## config.mk

```make
export PLATFORM = sky130hd
export DESIGN_NAME = expr_vector_sequencer
export DESIGN_NICKNAME = d
export VERILOG_FILES = /design/src/rtl/expr_seq_pkg.sv /design/src/rtl/expr_seq_misr.sv /design/src/rtl/expr_vector_sequencer.sv
export SDC_FILE = /design/constraint.sdc
export NUM_CORES = 1
export LEC_CHECK = 0
export ABC_CLOCK_PERIOD_IN_PS = 4500
export CAP_MARGIN = 0
export CORE_AREA = 10 10 131 133
export DETAILED_ROUTE_END_ITERATION = 16
export DIE_AREA = 0 0 141 143
export PLACE_DENSITY_LB_ADDON = 0.1
export SETUP_SLACK_MARGIN = 0.4
export SYNTH_ARGS = -nofsm -noshare
export SYNTH_HDL_FRONTEND = slang
export SYNTH_SLANG_ARGS = --single-unit
```

## constraint.sdc

```tcl
create_clock -name clk -period 4.5 [get_ports clk]
set_clock_uncertainty 0.05 [all_clocks]
set_input_delay 1.35 -clock clk [delete_from_list [all_inputs] [get_ports clk]]
set_output_delay 1.35 -clock clk [all_outputs]
set_load 0.03 [all_outputs]
```

## src/rtl/expr_seq_pkg.sv

```systemverilog
// expr_seq_pkg: shared types, LFSR taps, default widths and operand field offsets for expr_vector_sequencer
package expr_seq_pkg;

    typedef enum logic [1:0] {S_IDLE, S_SETTLE, S_CAPTURE, S_DONE} state_e;

    localparam logic [63:0] LFSR_TAPS = 64'hD800_0000_0000_0000;

    localparam int DEF_OPW  = 60;
    localparam int DEF_RESW = 90;
    localparam int DEF_SIGW = 32;

    // LSB position of each operand inside op_vec (a0 at the MSB)
    localparam int A0_LSB = 56;
    localparam int A1_LSB = 51;
    localparam int A2_LSB = 45;
    localparam int A3_LSB = 41;
    localparam int A4_LSB = 36;
    localparam int A5_LSB = 30;
    localparam int B0_LSB = 26;
    localparam int B1_LSB = 21;
    localparam int B2_LSB = 15;
    localparam int B3_LSB = 11;
    localparam int B4_LSB = 6;
    localparam int B5_LSB = 0;

    // Galois right-shift step
    function automatic logic [63:0] lfsr_next(input logic [63:0] s);
        return s[0] ? ((s >> 1) ^ LFSR_TAPS) : (s >> 1);
    endfunction

endpackage

```

## src/rtl/expr_seq_misr.sv

```systemverilog
// expr_seq_misr: folds a RESW-bit result into SIGW bits and accumulates it with rotate-left XOR
// Ports: clk, rst_n (async active-low), clr_i (load zero, wins over en_i), en_i (accumulate y_i), y_i, sig_o
module expr_seq_misr
    import expr_seq_pkg::*;
#(
    parameter int RESW = DEF_RESW,
    parameter int SIGW = DEF_SIGW
) (
    input  logic            clk,
    input  logic            rst_n,
    input  logic            clr_i,
    input  logic            en_i,
    input  logic [RESW-1:0] y_i,
    output logic [SIGW-1:0] sig_o
);

    localparam int NCH  = (RESW + SIGW - 1) / SIGW;
    localparam int EXTW = NCH * SIGW;

    logic [EXTW-1:0] ext;
    logic [SIGW-1:0] fold;
    logic [SIGW-1:0] sig_q, sig_d;

    assign ext = EXTW'(y_i);

    always_comb begin
        fold = '0;
        for (int i = 0; i < NCH; i++) fold = fold ^ ext[i*SIGW +: SIGW];
        sig_d = clr_i ? '0 : en_i ? ({sig_q[SIGW-2:0], sig_q[SIGW-1]} ^ fold) : sig_q;
    end

    always_ff @(posedge clk or negedge rst_n)
        if (!rst_n) sig_q <= '0;
        else        sig_q <= sig_d;

    assign sig_o = sig_q;

endmodule

```

## src/rtl/expr_vector_sequencer.sv

```systemverilog
// expr_vector_sequencer: drives an expression datapath with LFSR operand vectors and signs its results in a MISR
// Ports: clk, rst_n (async active-low), start, abort, vec_count -> run control;
//        op_vec -> operands to datapath, y_in <- datapath result;
//        busy, done, vec_cnt, signature -> run status/result.
// Optional (EXPR_SEQ_GOLDEN_CMP_EN): golden_y in, mismatch_cnt / first_fail / fail_seen out.
module expr_vector_sequencer
    import expr_seq_pkg::*;
#(
    parameter int          OPW  = DEF_OPW,
    parameter int          RESW = DEF_RESW,
    parameter int          SIGW = DEF_SIGW,
    parameter int          CNTW = 16,
    parameter int          LAT  = 1,
    parameter logic [63:0] SEED = 64'h0000_0000_0000_0001
) (
    input  logic            clk,
    input  logic            rst_n,
    input  logic            start,
    input  logic            abort,
    input  logic [CNTW-1:0] vec_count,
    output logic [OPW-1:0]  op_vec,
    input  logic [RESW-1:0] y_in,
    output logic            busy,
    output logic            done,
    output logic [CNTW-1:0] vec_cnt,
    output logic [SIGW-1:0] signature
`ifdef EXPR_SEQ_GOLDEN_CMP_EN
    ,
    input  logic [RESW-1:0] golden_y,
    output logic [CNTW-1:0] mismatch_cnt,
    output logic [CNTW-1:0] first_fail,
    output logic            fail_seen
`endif
);

    localparam logic [3:0] WAIT_INIT = 4'(LAT - 1);

    state_e          state_q, state_d;
    logic [3:0]      wait_q, wait_d;
    logic [63:0]     lfsr_q, lfsr_d, lfsr_nx;
    logic [OPW-1:0]  op_q, op_d;
    logic [CNTW-1:0] cnt_q, cnt_d, len_q, len_d, cnt_inc;
    logic            accept, run, cap;

    assign lfsr_nx = lfsr_next(lfsr_q);
    assign cnt_inc = cnt_q + 1'b1;

    // abort overrides every transition, including a start in IDLE/DONE
    always_comb begin
        state_d = state_q;
        wait_d  = wait_q;
        accept  = 1'b0;
        cap     = 1'b0;
        if (abort) state_d = S_IDLE;
        else begin
            case (state_q)
                S_IDLE, S_DONE: if (start) begin
                    accept  = 1'b1;
                    state_d = (vec_count == '0) ? S_DONE : S_SETTLE;
                    wait_d  = WAIT_INIT;
                end
                S_SETTLE: begin
                    state_d = (wait_q == '0) ? S_CAPTURE : S_SETTLE;
                    wait_d  = (wait_q == '0) ? wait_q : wait_q - 1'b1;
                end
                S_CAPTURE: begin
                    cap     = 1'b1;
                    state_d = (cnt_inc == len_q) ? S_DONE : S_SETTLE;
                    wait_d  = WAIT_INIT;
                end
                default: state_d = S_IDLE;
            endcase
        end
        run    = accept && (vec_count != '0);
        lfsr_d = run ? SEED : cap ? lfsr_nx : lfsr_q;
        op_d   = run ? SEED[OPW-1:0] : cap ? lfsr_nx[OPW-1:0] : op_q;
        cnt_d  = accept ? '0 : cap ? cnt_inc : cnt_q;
        len_d  = accept ? vec_count : len_q;
    end

    always_ff @(posedge clk or negedge rst_n)
        if (!rst_n) begin
            state_q <= S_IDLE;
            wait_q  <= '0;
            lfsr_q  <= SEED;
            op_q    <= '0;
            cnt_q   <= '0;
            len_q   <= '0;
        end else begin
            state_q <= state_d;
            wait_q  <= wait_d;
            lfsr_q  <= lfsr_d;
            op_q    <= op_d;
            cnt_q   <= cnt_d;
            len_q   <= len_d;
        end

    expr_seq_misr #(.RESW(RESW), .SIGW(SIGW)) u_misr (
        .clk   (clk),
        .rst_n (rst_n),
        .clr_i (accept),
        .en_i  (cap),
        .y_i   (y_in),
        .sig_o (signature)
    );

    assign op_vec  = op_q;
    assign vec_cnt = cnt_q;
    assign busy    = (state_q == S_SETTLE) || (state_q == S_CAPTURE);
    assign done    = (state_q == S_DONE);

`ifdef EXPR_SEQ_GOLDEN_CMP_EN
    logic [CNTW-1:0] mm_q, mm_d, ff_q, ff_d;
    logic            seen_q, seen_d, miss;

    always_comb begin
        miss   = cap && (y_in != golden_y);
        mm_d   = accept ? '0 : miss ? mm_q + 1'b1 : mm_q;
        ff_d   = accept ? '0 : (miss && !seen_q) ? cnt_q : ff_q;
        seen_d = accept ? 1'b0 : seen_q | miss;
    end

    always_ff @(posedge clk or negedge rst_n)
        if (!rst_n) begin
            mm_q   <= '0;
            ff_q   <= '0;
            seen_q <= 1'b0;
        end else begin
            mm_q   <= mm_d;
            ff_q   <= ff_d;
            seen_q <= seen_d;
        end

    assign mismatch_cnt = mm_q;
    assign first_fail   = ff_q;
    assign fail_seen    = seen_q;
`endif

endmodule

```

== Word-level counts from Yosys, hierarchy flattened ==
Cells that the tools add are included.

* Register bits after elaboration: 194
* Output and inout port bits: 110

* Add/sub/neg operators: 2
* Equality and inequality tests: 7
* Mux-type cells: 23
* Bitwise gates (word level): 5
* Reduce and logical (&&, ||, !) cells: 10

{| class="wikitable"
|+ Operators with widths
! kind !! number
|-
| $mux W64 || 3
|-
| $mux W60 || 2
|-
| $mux W32 || 2
|-
| $xor A32 B32 Y32 || 2
|-
| $mux W16 || 2
|-
| $xor A32 B26 Y32 || 1
|-
| $add A16 B1 Y16 const B || 1
|-
| $eq A16 B16 Y1 || 1
|-
| $logic_not A16 Y1 || 1
|-
| $reduce_bool A16 Y1 || 1
|-
| $pmux W4 S3 || 1
|-
| $mux W2 || 5
|-
| $mux W4 || 2
|-
| $pmux W2 S3 || 1
|-
| $mux W1 || 5
|-
| $eq A2 B2 Y1 const B || 2
|-
| $logic_not A4 Y1 || 1
|-
| $ne A2 B2 Y1 const B || 2
|-
| $not A3 Y4 || 1
|-
| $reduce_bool A2 Y1 || 2
|-
| $sub A4 B1 Y4 const B || 1
|-
| $ne A3 B3 Y1 const B || 1
|-
| $reduce_and A3 Y1 || 1
|-
| $eq A2 B1 Y1 const B || 1
|-
| 5 further kinds || 5
|}

== Logic depth before layout (Yosys ltp) ==
* Depth after elaboration: 6
* Mapped depth: 10

== Modules after synthesis ==
From an unflattened synthesis, not the netlist that was laid out.

* Cell total of the unflattened synthesis: 809
* Area, all modules: 7,383.3 um^2

{| class="wikitable"
|+ By module, submodules not included
! module !! instances !! cells an instance !! area an instance (um^2) !! seq. area each (um^2)
|-
| expr_vector_sequencer || 1 || 612 || 5,351.4 || 2,578.7
|-
| expr_seq_misr || 1 || 197 || 2,031.9 || 800.8
|}

== Least setup slack after synthesis ==
Ideal clock, no wire load.

* Path kind: input-to-reg
* Start point: input abort
* End point: register state_q[1]
* Arrival: 2.846 ns
* Path slack: 1.538 ns
* Stages on the path: 7
* Buffers on the path: 1
* Cells stage by stage: clkbuf_1 > nand2b_1 > a2111oi_4 > o221ai_2 > or4_1 > nor4_2 > a31o_1

* Word-level cells in the longest chain between the ends: 1

{| class="wikitable"
|+ RTL lines
! element !! line !! source
|-
| from (decl) || expr_vector_sequencer.sv:19 || <nowiki>input logic abort,</nowiki>
|-
| $ne A3 B3 Y1 (no source line) or $mux W2 (tied branches) || n/a ||
|-
| to (signal assigned) || expr_vector_sequencer.sv:90 || <nowiki>state_q <= state_d;</nowiki>
|-
| to (decl) || expr_vector_sequencer.sv:38 || <nowiki>state_e state_q, state_d;</nowiki>
|}

Parallel ways exist; a longest one is shown, timed or not.
A chain may end at the register's enable or synchronous reset.

== Worst setup path in the final report ==
* Start point: register state_q[0]
* End point: output busy

* Word-level cells in the longest chain between the ends: 2

{| class="wikitable"
|+ RTL lines
! element !! line !! source
|-
| $eq A2 B1 Y1 or $eq A2 B2 Y1 (tied branches) || expr_vector_sequencer.sv:109 || <nowiki>assign busy = (state_q == S_SETTLE) || (state_q == S_CAPTURE);</nowiki>
|-
| $logic_or A1 B1 Y1 (*) || expr_vector_sequencer.sv:109 ||
|-
| to (decl) || expr_vector_sequencer.sv:23 || <nowiki>output logic busy,</nowiki>
|}

Mark *: on every way between the ends. The rest lies on a longest branch, timed or not.

==> summary.md <==
| Metric | Value |
|---|---|
| Maximum clock path buffer count | 2 |
| Mean routed wirelength per cell | 17.1 µm |
| Crit-path max FO | 9 |
| Hold EP | len_q[9] |
| Row cnt | 44 |
| HPWL Detailed | 14.7 mm |
| Drt via density | 5.13 |
| Leading area contributor after synthesis | dfrtp_1 |
| Final setup vio count | 0 |
| Initial DRC Count | 416 |
| Via count | 5977 |
| CP Launch Type | register |
| Worst rel slew slack | 56.0% |
| Vias in the first global route | 6090 |
| CORE AREA | 14400 µm² |
| WHS Path Cells | 2 |
| Max_cap viols | 0 |
| Worst-path clk slew | 0.06 ns |
| P per Cell Area | 533 nW/µm² |
| Crit end category | primary output |
| Seq/Total Area, Yosys | 46.6% |
| Post-layout minimum cycle time | 3.41 ns |
| Grt ovf | 0 |
| Tot GR Track Use | 19.8% |
| Die Ht | 143 µm |
| Worst r2r src | state_q[0] |
| Final Hold Viols | 0 |
| Hold_buf cts | 0 |
| Clk sinks | 135 |
| Cts repair resizes | 0 |
| Yosys cell types | 45 |
| Mean Syn Cell Area | 8.82 µm² |
| Worst-Margin Slew | 0.654 ns |
| Initial core utilization | 50.3% |
| Hold Startpoint | len_q[9] |
| Critical path class | reg -> out |
| H-tree depth | 4 |
| Synthesized area | 7260 µm² |
| Max Clock Freq | 293 MHz |
| R2R Path End | op_vec[0] |
| Asr flop ratio synth | 100% |
| Setup TNS | 0 ns |
| VDD IR max | 333 µV |
| Die area | 20200 µm² |
| CTS Root Cell | clkbuf_16 |
| Largest net degree at the start of global routing | 70 |
| Routed Antenna Nets | 0 |
| Residual DRC count | 0 |
| Placer Congestion | 0.892 |
| Area Overhead vs Synth | 34.7% |
| Initial DRT Pass Iterations | 5 |
| Period utilisation layout | 75.9% |
| CTS Buf Count | 17 |
| Fill cell count | 1186 |
| Total Wirelength | 19.9 mm |
| Most common cell after layout, fill and taps aside | nand2_1 |
| Reg2Reg Depth | 8 |
| Die width | 141 µm |
| Count of input and output buffers | 219 |
| Post-Syn Nets | 938 |
| Final net count | 1084 |
| Final instance area | 9780 µm² |
| WP data required | 3.10 ns |
| Hold/Removal Path Class | reg -> reg |
| Leakage | 3.96 nW |
| CTS tree | built |
| Post-Syn Instances | 823 |
| Synth warn | 0 |
| Share of cells above drive strength 1 | 5.70% |
| Diodes inserted | 0 |
| Arrival time at the worst endpoint | 2.01 ns |
| Worst-skew pair later-pin latency | 0.41 ns |
| Post-synth EDFFs | 0 |
| RSZ-0062 raised after global routing | false |
| Ranking of synthesized cells by area | dfrtp_1 46%, xnor2_1 12%, nand2_1 12% |
| Top FF cell, synth | dfrtp_1 |
| Post-synth top area share | 46.2% |
| First-pass GRT wire length | 32.2 mm |
| Max-slew violations | 0 |
| Worst hold slack | 0.439 ns |
| IO Count | 220 |
| Number of synthesized register bits | 135 |
| Initial antenna violation count | 0 |
| Setup bufs post-CTS | 0 |
| Cell Area, Placed | 9170 µm² |
| Most frequent cells in the layout | 227 x nand2_1, 218 x clkdlybuf4s50_1, 134 x dfrtp_1, 99 x xnor2_1, 69 x a21oi_1 |
| Status | finished, final reports clean |
| R2R setup slack | 1.97 ns |
## flip-flops by register name, summed over array words and instances, names as in the netlist
name / flops
len_q: 16
op_vec: 1
lfsr_q: 64
wait_q: 4
vec_cnt: 16
state_q: 2
u_misr.sig_o: 32
## worst max-delay path by stage
stage,startpoint,endpoint
6_report,state_q[0],busy
5_1_grt,state_q[0],busy
4_1_cts,state_q[0],busy
3_5_place_dp,abort,vec_cnt[5]
3_3_place_gp,abort,vec_cnt[5]
2_1_floorplan,abort,state_q[1]
## per-layer routing
metal	global-route usage [%]	routed length (µm)	share of wire, %
met5	0	0	0
met4	7.99	557	2.8
met3	9.32	2030	10
met2	32.2	9510	48
met1	22.1	7790	39
## metrics by stage
stage,setup slack (ns),util (%),instances,total power [mW]
floorplan,1.54,-,823,3.05
global placement,0.899,63.6,1134,3.79
detailed placement,0.900,63.6,1134,3.82
CTS,1.07,67.8,1166,5.27
global route,0.967,67.8,1166,5.54
finish,1.09,67.8,1166,5.21
## final cells by class
type | count | area (µm²) | share of cell area [%]
Inverter | 6 | 22.5 | 0.230
Timing Repair Buffer | 228 | 2270 | 23.2
Clock inverter | 13 | 169 | 1.73
Clock buffer | 19 | 443 | 4.53
Sequential cell | 135 | 3380 | 34.6
Multi-Input combinational cell | 581 | 3260 | 33.4
Tap cell | 184 | 230 | 2.35
## where the power goes
group,leakage (nW),switching (mW),internal [mW],total [mW]
clock,0.287,0.541,0.892,1.43
combinational,1.83,1.14,0.873,2.01
sequential,1.84,0.280,1.49,1.77
## kinds of logic after synthesis
group | synth area share [%]
AND/OR/NAND/NOR | 17.8
AO/OA/AOI/OAI | 12.1
flip-flops | 46.6
XOR/XNOR | 13.6
buffers and inverters | 8.84
adder cells (fa/ha/maj) | 0.862
multiplexers | 0.276
## critical path, cell delays in order (launching register included)
cell and delay, ns:
dfrtp_1 0.38, inv_1 0.07, ha_1 0.41, inv_1 0.08, clkdlybuf4s50_1 0.66
## Yosys cell counts, drive strengths merged, types with 2 or more instances
library cell,count
a22o,2
nand2,227
xor2,14
nor4,10
dfrtp,134
inv,6
nand4,6
nand3b,2
o21ai,63
clkbuf,25
a211oi,4
a21o,3
xnor2,99
nand2b,4
mux2i,2
nor2,24
or2,3
nor3b,2
nor3,5
nor2b,6
and3,3
buf,76
nand3,7
a21oi,69
a31oi,2
ha,5
o22ai,3
o31ai,6
Power figures use the tool's default switching activity.
